===== src/rtl/clock_time_controller.sv =====
// Timekeeping controller: 1 Hz prescaler, hh:mm:ss counters and a button-driven set-mode FSM.
// Define CLOCK_ALARM_EN to add the alarm set states and the alarm output.
module clock_time_controller #(
  parameter int unsigned TICK_DIV = 50000000
) (
  input  logic       clk,
  input  logic       reset,
  input  logic       btn_mode,
  input  logic       btn_inc,
  output logic [4:0] hours,
  output logic [5:0] minutes,
  output logic [5:0] seconds,
  output logic [2:0] mode_state,
  output logic       blink,
`ifdef CLOCK_ALARM_EN
  output logic       alarm,
`endif
  output logic       tick_1hz
);

  localparam int unsigned PW = (TICK_DIV > 1) ? $clog2(TICK_DIV) : 1;
  typedef logic [PW-1:0] presc_t;
  localparam presc_t PrescMax  = presc_t'(TICK_DIV - 1);
  localparam presc_t PrescHalf = presc_t'(TICK_DIV / 2);

  typedef enum logic [2:0] {
    StRun       = 3'd0,
    StSetHour   = 3'd1,
    StSetMin    = 3'd2,
    StSetAlHour = 3'd3,
    StSetAlMin  = 3'd4
  } state_e;

  state_e     state_q, state_d;
  presc_t     presc_q, presc_d;
  logic       tick_q, tick_d;
  logic [4:0] hours_q, hours_d;
  logic [5:0] min_q, min_d;
  logic [5:0] sec_q, sec_d;
  // [0],[1] synchronize the async button, [2] holds the previous level for edge detect.
  logic [2:0] mode_sync_q, inc_sync_q;
  logic       mode_ev, inc_ev, tick_w;

`ifdef CLOCK_ALARM_EN
  logic [4:0] al_hour_q, al_hour_d;
  logic [5:0] al_min_q, al_min_d;
  logic       armed_q, armed_d;
  logic       alarm_q, alarm_d;
`endif

  function automatic logic [5:0] inc60(input logic [5:0] v);
    return (v == 6'd59) ? 6'd0 : v + 6'd1;
  endfunction

  function automatic logic [4:0] inc24(input logic [4:0] v);
    return (v == 5'd23) ? 5'd0 : v + 5'd1;
  endfunction

  assign mode_ev = mode_sync_q[1] & ~mode_sync_q[2];
  assign inc_ev  = inc_sync_q[1] & ~inc_sync_q[2];
  assign tick_w  = (presc_q == PrescMax);

  always_comb begin
    presc_d = tick_w ? '0 : presc_q + presc_t'(1);
    state_d = state_q;
    hours_d = hours_q;
    min_d   = min_q;
    sec_d   = sec_q;
`ifdef CLOCK_ALARM_EN
    al_hour_d = al_hour_q;
    al_min_d  = al_min_q;
    armed_d   = armed_q;
`endif
    // A mode event always wins over a coincident inc event.
    unique case (state_q)
      StRun: begin
        if (mode_ev) begin
          state_d = StSetHour;
        end else begin
          if (tick_w) begin
            sec_d = inc60(sec_q);
            if (sec_q == 6'd59) begin
              min_d = inc60(min_q);
              if (min_q == 6'd59) hours_d = inc24(hours_q);
            end
          end
`ifdef CLOCK_ALARM_EN
          if (inc_ev && alarm_q) armed_d = 1'b0;
`endif
        end
      end
      StSetHour: begin
        if (mode_ev)     state_d = StSetMin;
        else if (inc_ev) hours_d = inc24(hours_q);
      end
      StSetMin: begin
        if (mode_ev) begin
`ifdef CLOCK_ALARM_EN
          state_d = StSetAlHour;
`else
          state_d = StRun;
          sec_d   = '0;
          presc_d = '0;
`endif
        end else if (inc_ev) begin
          min_d = inc60(min_q);
        end
      end
`ifdef CLOCK_ALARM_EN
      StSetAlHour: begin
        if (mode_ev)     state_d   = StSetAlMin;
        else if (inc_ev) al_hour_d = inc24(al_hour_q);
      end
      StSetAlMin: begin
        if (mode_ev) begin
          state_d = StRun;
          sec_d   = '0;
          presc_d = '0;
          armed_d = 1'b1;
        end else if (inc_ev) begin
          al_min_d = inc60(al_min_q);
        end
      end
`endif
      default: state_d = StRun;
    endcase
    tick_d = (presc_d == PrescMax);
`ifdef CLOCK_ALARM_EN
    alarm_d = (state_d == StRun) && armed_d && (hours_d == al_hour_d) && (min_d == al_min_d);
`endif
  end

  always_ff @(posedge clk or negedge reset) begin
    if (!reset) begin
      state_q     <= StRun;
      presc_q     <= '0;
      tick_q      <= 1'b0;
      hours_q     <= '0;
      min_q       <= '0;
      sec_q       <= '0;
      mode_sync_q <= '0;
      inc_sync_q  <= '0;
`ifdef CLOCK_ALARM_EN
      al_hour_q   <= '0;
      al_min_q    <= '0;
      armed_q     <= 1'b0;
      alarm_q     <= 1'b0;
`endif
    end else begin
      state_q     <= state_d;
      presc_q     <= presc_d;
      tick_q      <= tick_d;
      hours_q     <= hours_d;
      min_q       <= min_d;
      sec_q       <= sec_d;
      mode_sync_q <= {mode_sync_q[1:0], btn_mode};
      inc_sync_q  <= {inc_sync_q[1:0], btn_inc};
`ifdef CLOCK_ALARM_EN
      al_hour_q   <= al_hour_d;
      al_min_q    <= al_min_d;
      armed_q     <= armed_d;
      alarm_q     <= alarm_d;
`endif
    end
  end

  assign hours      = hours_q;
  assign minutes    = min_q;
  assign seconds    = sec_q;
  assign mode_state = state_q;
  assign tick_1hz   = tick_q;
  assign blink      = (presc_q < PrescHalf);
`ifdef CLOCK_ALARM_EN
  assign alarm      = alarm_q;
`endif

endmodule

===== config.mk =====
export PLATFORM = sky130hd
export DESIGN_NAME = clock_time_controller
export DESIGN_NICKNAME = d
export VERILOG_FILES = /design/src/rtl/clock_time_controller.sv
export SDC_FILE = /design/constraint.sdc
export NUM_CORES = 1
export LEC_CHECK = 0
export CORE_MARGIN = 1.5
export CORE_UTILIZATION = 56
export DETAILED_ROUTE_END_ITERATION = 6
export GPL_TIMING_DRIVEN = 1
export PLACE_DENSITY = 0.78
export RECOVER_POWER = 25
export SYNTH_ARGS = -nofsm -noshare
export SYNTH_HDL_FRONTEND = slang
export SYNTH_SLANG_ARGS = --single-unit
export TNS_END_PERCENT = 50

===== constraint.sdc =====
create_clock -name clk -period 3.4 [get_ports clk]
set_input_delay 0.68 -clock clk [delete_from_list [all_inputs] [get_ports clk]]
set_output_delay 0.68 -clock clk [all_outputs]
set_load 0.03 [all_outputs]

* Yosys cells after proc, flatten, opt, wreduce, memory -nomap -nowiden
Index checks and enable logic that the tools add are counted.
** Storage, ports and cells
- Output and inout port bits :: 22
- Register bits after elaboration :: 53
- Word-level logic and storage cells :: 69
** Cells by class
- Equality and inequality tests :: 18
- Bitwise gates (word level) :: 4
- $add $sub $neg :: 4
- Reduce and logical (&&, ||, !) cells :: 7
- $lt $le $gt $ge :: 1
- Mux-type cells :: 27
** Operators by type and width (count)
- $mux 26 :: 3
- $mux 6 :: 10
- $eq 26x26->1 const B :: 2
- $mux 5 :: 7
- $add 26x1->26 const B :: 1
- $lt 26x25->1 const B :: 1
- $pmux 6 s2 :: 2
- $ne 2x2->1 const B :: 11
- $add 6x1->6 const B :: 2
- $eq 6x6->1 const B :: 2
- $pmux 5 s2 :: 1
- $mux 3 :: 3
- $pmux 3 s3 :: 1
- $reduce_and 7->1 :: 1
- $reduce_and 6->1 :: 1
- $add 5x1->5 const B :: 1
- $eq 5x5->1 const B :: 1
- $reduce_and 4->1 :: 1
- $reduce_bool 2->1 :: 2
- $eq 3x1->1 const B :: 1
- $eq 3x2->1 const B :: 1
- $logic_not 3->1 :: 1
- $reduce_and 3->1 :: 1
- $and 1x1->1 :: 2
- $not 1->1 :: 2

* Longest topological paths before layout
- Depth after elaboration :: 7
- Gate-level depth with buffers :: 8
- Mapped depth without buffers :: 7

* Worst setup path before layout
OpenSTA, ideal clock, no wires.
- Path kind :: register -> output
- Start point :: reg presc_q[9]
- End point :: out blink
- Path buffers :: 1
- Path slack :: 0.940 ns
- Arrival time :: 1.780 ns
- Required time :: 2.720 ns
- Stages on the path, launching flop included :: 8
- Cell sequence :: dfrtp_1 > buf_2 > nor4_1 > a21oi_1 > o21a_1 > o21ai_0 > nand2b_1 > a21oi_1
** On the way
- Longest elaborated chain between the ends :: 1
** Ends and longest elaborated chain
- start: declaration :: line 35 : presc_t presc_q, presc_d;
- start signal: assignment :: line 151 : presc_q <= presc_d;
- $lt 26x25->1 :: line 172 : assign blink = (presc_q < PrescHalf);
- end: declaration :: line 14 : output logic blink,
No other way between the ends.

* Final worst setup path
- Start point :: reg presc_q[10]
- End point :: out blink
Same word-level chain as after synthesis.

==> results.cfg <==
[run_status]
status = finished with violations
violations = capacitance limit, slew limit

[drt]
vias_per_cell = 5.74
ant_nets = 0
num_vias = 2170
wl_per_cell_um = 14.0
drtIter0Drc = 163
wl_um = 5310
drtPass1Iterations = 4
drc = 0

[floorplanning]
die_x_um = 72.9
core_um2 = 4720
io_pins = 26
die_area_um2 = 5310
start_util_pct = 57.9
fp.dieH_um = 72.9
row_count = 25

[synthesis]
syn_inst = 287
syn_nets = 295
synth.top_cell.area_share_pct = 47.6
synth_top_cell_by_area = dfrtp_1
synth-seq-cells = 52
yosysUniqueCellTypes = 45
syn_avg_cell_area_um2 = 9.53
synth_area_leaders = dfrtp_1, nor2_1, xnor2_1
synthArstFlopShare_pct = 100
yosys_warnings = 0
syn_area_um2 = 2730
ys_seq_area_share_pct = 47.6
synth_edf_count = 0
synth_top_flop_cell = dfrtp_1

[power_and_ir_drop]
p_seq_share_pct = 50.0
ir_drop_mv = 0.427
swShare_pct = 36.8
clockPowerShare_pct = 21.4
powerDensity_nw_per_um2 = 539
p_sw_w = 0.000619
p_int_w = 0.00106
p_comb_share_pct = 28.6
power_leakage_nw = 1.30

[hold_path]
min-delay-start = mode_sync_q[0]
worstHoldPathType = register to register

[place]
post-place-cells = 370
hpwlAfterDp_um = 3900
post_dp_cell_area_um2 = 3030
gp_congestion = 0.915
port_buffers = 24

[clocking]
clk_latency_ns = 0.31
htree_levels = 2
numCtsBuffers = 5
cts-root-buf = clkbuf_8
cts_tree = done
path_clk_slew_ns = 0.10
clk_path_buf_depth = 2
cts.sinks = 52
cts_setup_buffers = 0

[global_routing]
grt_use_total_pct = 21.7
grt_pass1_wl_um = 8820
grt_pass1_vias = 1902
grt_max_degree = 32
antenna_found_initial = 0
gr-total-overflow = 0

[job]
cap_violations = 1

[sta]
rsz0062_at_grt = false
setup_viol = 0
min_period_ns = 3.24
finalClockSkew_ns = 0.00753
slew-limit-headroom_pct = -8.53
worstMarginPinSlew_ns = 1.63
fmax_ghz = 0.309
fin_crit_sh_pct = 95.2
hold_violations = 0
timing.hold.ws_ns = 0.357
report.final.slew_viol_count = 32
setup_tns_ns = 0

[setup_path]
cp-end-kind = output pin
required_ns = 2.72
critPathMaxFanout = 6
cp-startpoint = presc_q[10]
slowest_delay_ns = 0.68
crit_top_cell = a21oi_1
crit_path_start_kind = register
path_class = register to output pin
worstPathCellList = nor4_2 -> a21oi_1 -> o21a_1 -> o21ai_0 -> nand2b_1 -> a21oi_1 -> clkdlybuf4s50_1
arrival_ns = 2.56
critical-path-slowest-cell = clkdlybuf4s50_1
regToRegStartpoint = presc_q[0]

[layout]
drive_gt1_share_pct = 8.68
fillers = 398
utilization_pct = 66.1
design_area_um2 = 3120
antenna_cells = 0
instances_no_fill = 378
nNetsFinal = 318
synthToLayoutAreaGrowth_pct = 14.3
logic make-up after synthesis:
family                   synth area share, %
multiplexers                            2.38
AND/OR/NAND/NOR                         29.8
buffers and inverters                   2.56
flip-flops                              47.6
adder cells (fa/ha/maj)                 1.83
other                                  0.137
XOR/XNOR                                8.33
AO/OA/AOI/OAI                           7.32
cell type report:
| type | count | area [um2] | share of cell area (%) |
|---|---|---|---|
| Clock inverter | 3 | 22.5 | 0.721 |
| Tap cell | 67 | 83.8 | 2.68 |
| Timing Repair Buffer | 27 | 256 | 8.21 |
| Clock buffer | 5 | 68.8 | 2.20 |
| Multi-Input combinational cell | 218 | 1370 | 43.8 |
| Sequential cell | 52 | 1300 | 41.6 |
| Inverter | 6 | 22.5 | 0.721 |
path summary, 6_finish.rpt:
path / end / slack [ns] / depth (start not counted)
min in group asynchronous: hours[2] / 0.77 / 1
worst min register to register: mode_sync_q[1] / 0.36 / 0
worst min-delay path: mode_sync_q[1] / 0.36 / 0
max in group asynchronous: tick_1hz / 1.56 / 2
worst max register to register: tick_1hz / 0.79 / 7
worst max-delay path: blink / 0.16 / 7
registers in the layout, indices dropped and copies added (netlist names):
signal,cells
hours,5
inc_sync_q,3
minutes,6
mode_state,2
mode_sync_q,3
presc_q,26
seconds,6
tick_1hz,1
through the flow:
stage / setup slack, ns / total power, W
floorplan: 0.940 / 0.00116
global placement: 0.458 / 0.00133
detailed placement: 0.471 / 0.00134
CTS: 0.111 / 0.00170
global route: 0.0710 / 0.00179
finish: 0.162 / 0.00168
cell usage in the layout, fill, tap and decap left out, types with 3 or more instances in the layout:
master and n:
nand2_1 23, nor2_1 42, xnor2_1 13, clkbuf_8 5
dfrtp_1 52, nand2b_1 3, o31ai_1 4, and3_1 4
nand3_1 22, nand4_1 13, ha_1 4, nor3_1 6
or2_2 4, a21oi_1 4, inv_1 6, clkdlybuf4s50_1 21
o21ai_0 11, o41ai_1 3, nor2b_1 8, xor2_1 13
nor4_1 7, mux2_2 4, buf_4 3
power groups by stage:
| stage | sequential [W] | clock, W | combinational [W] |
|---|---|---|---|
| final | 0.000841 | 0.000360 | 0.000481 |
| after global routing | 0.000863 | 0.000391 | 0.000531 |
| after CTS | 0.000841 | 0.000371 | 0.000489 |
| after detailed placement | 0.000854 | 0 | 0.000487 |
| after global placement | 0.000845 | 0 | 0.000480 |
| after floorplan | 0.000910 | 0 | 0.000250 |
repair_timing:
item | CTS | global route
hold buffers | 0 | 0
endpoints found under the hold margin | 0 | 0
endpoints found under the setup margin | 0 | 1
gates resized for setup | 0 | 1
cells in the mapped netlist (3+ instances only):
cell type / count
clkbuf_1: 8
ha_1: 4
nor2b_1: 8
o21ai_0: 11
or2_2: 4
nor2_1: 42
nor3_1: 6
a21oi_1: 4
nor4_1: 8
xnor2_1: 13
nand3_1: 22
and3_1: 4
inv_1: 6
dfrtp_1: 52
mux2_2: 4
nand2_1: 23
o31ai_1: 4
xor2_1: 13
o41ai_1: 3
nand4_1: 13
nand2b_1: 3
worst max-delay path: cells and delay by family, from the launching register on:
kind | cells | cell delay, ns
buffers and inverters | 1 | 0.68
AO/OA/AOI/OAI | 4 | 0.67
flip-flops | 1 | 0.45
AND/OR/NAND/NOR | 2 | 0.45
routing by layer:
layer  track usage (%)  up-vias  part of all wire (%)
met3              4.01        7                   3.4
met4              9.22        0                   1.6
met2              32.6       54                    46
li1                  -     1059                     -
met1              30.9     1050                    49
met5                 0        -                     0
No activity file was read; power rests on OpenSTA's default activity.
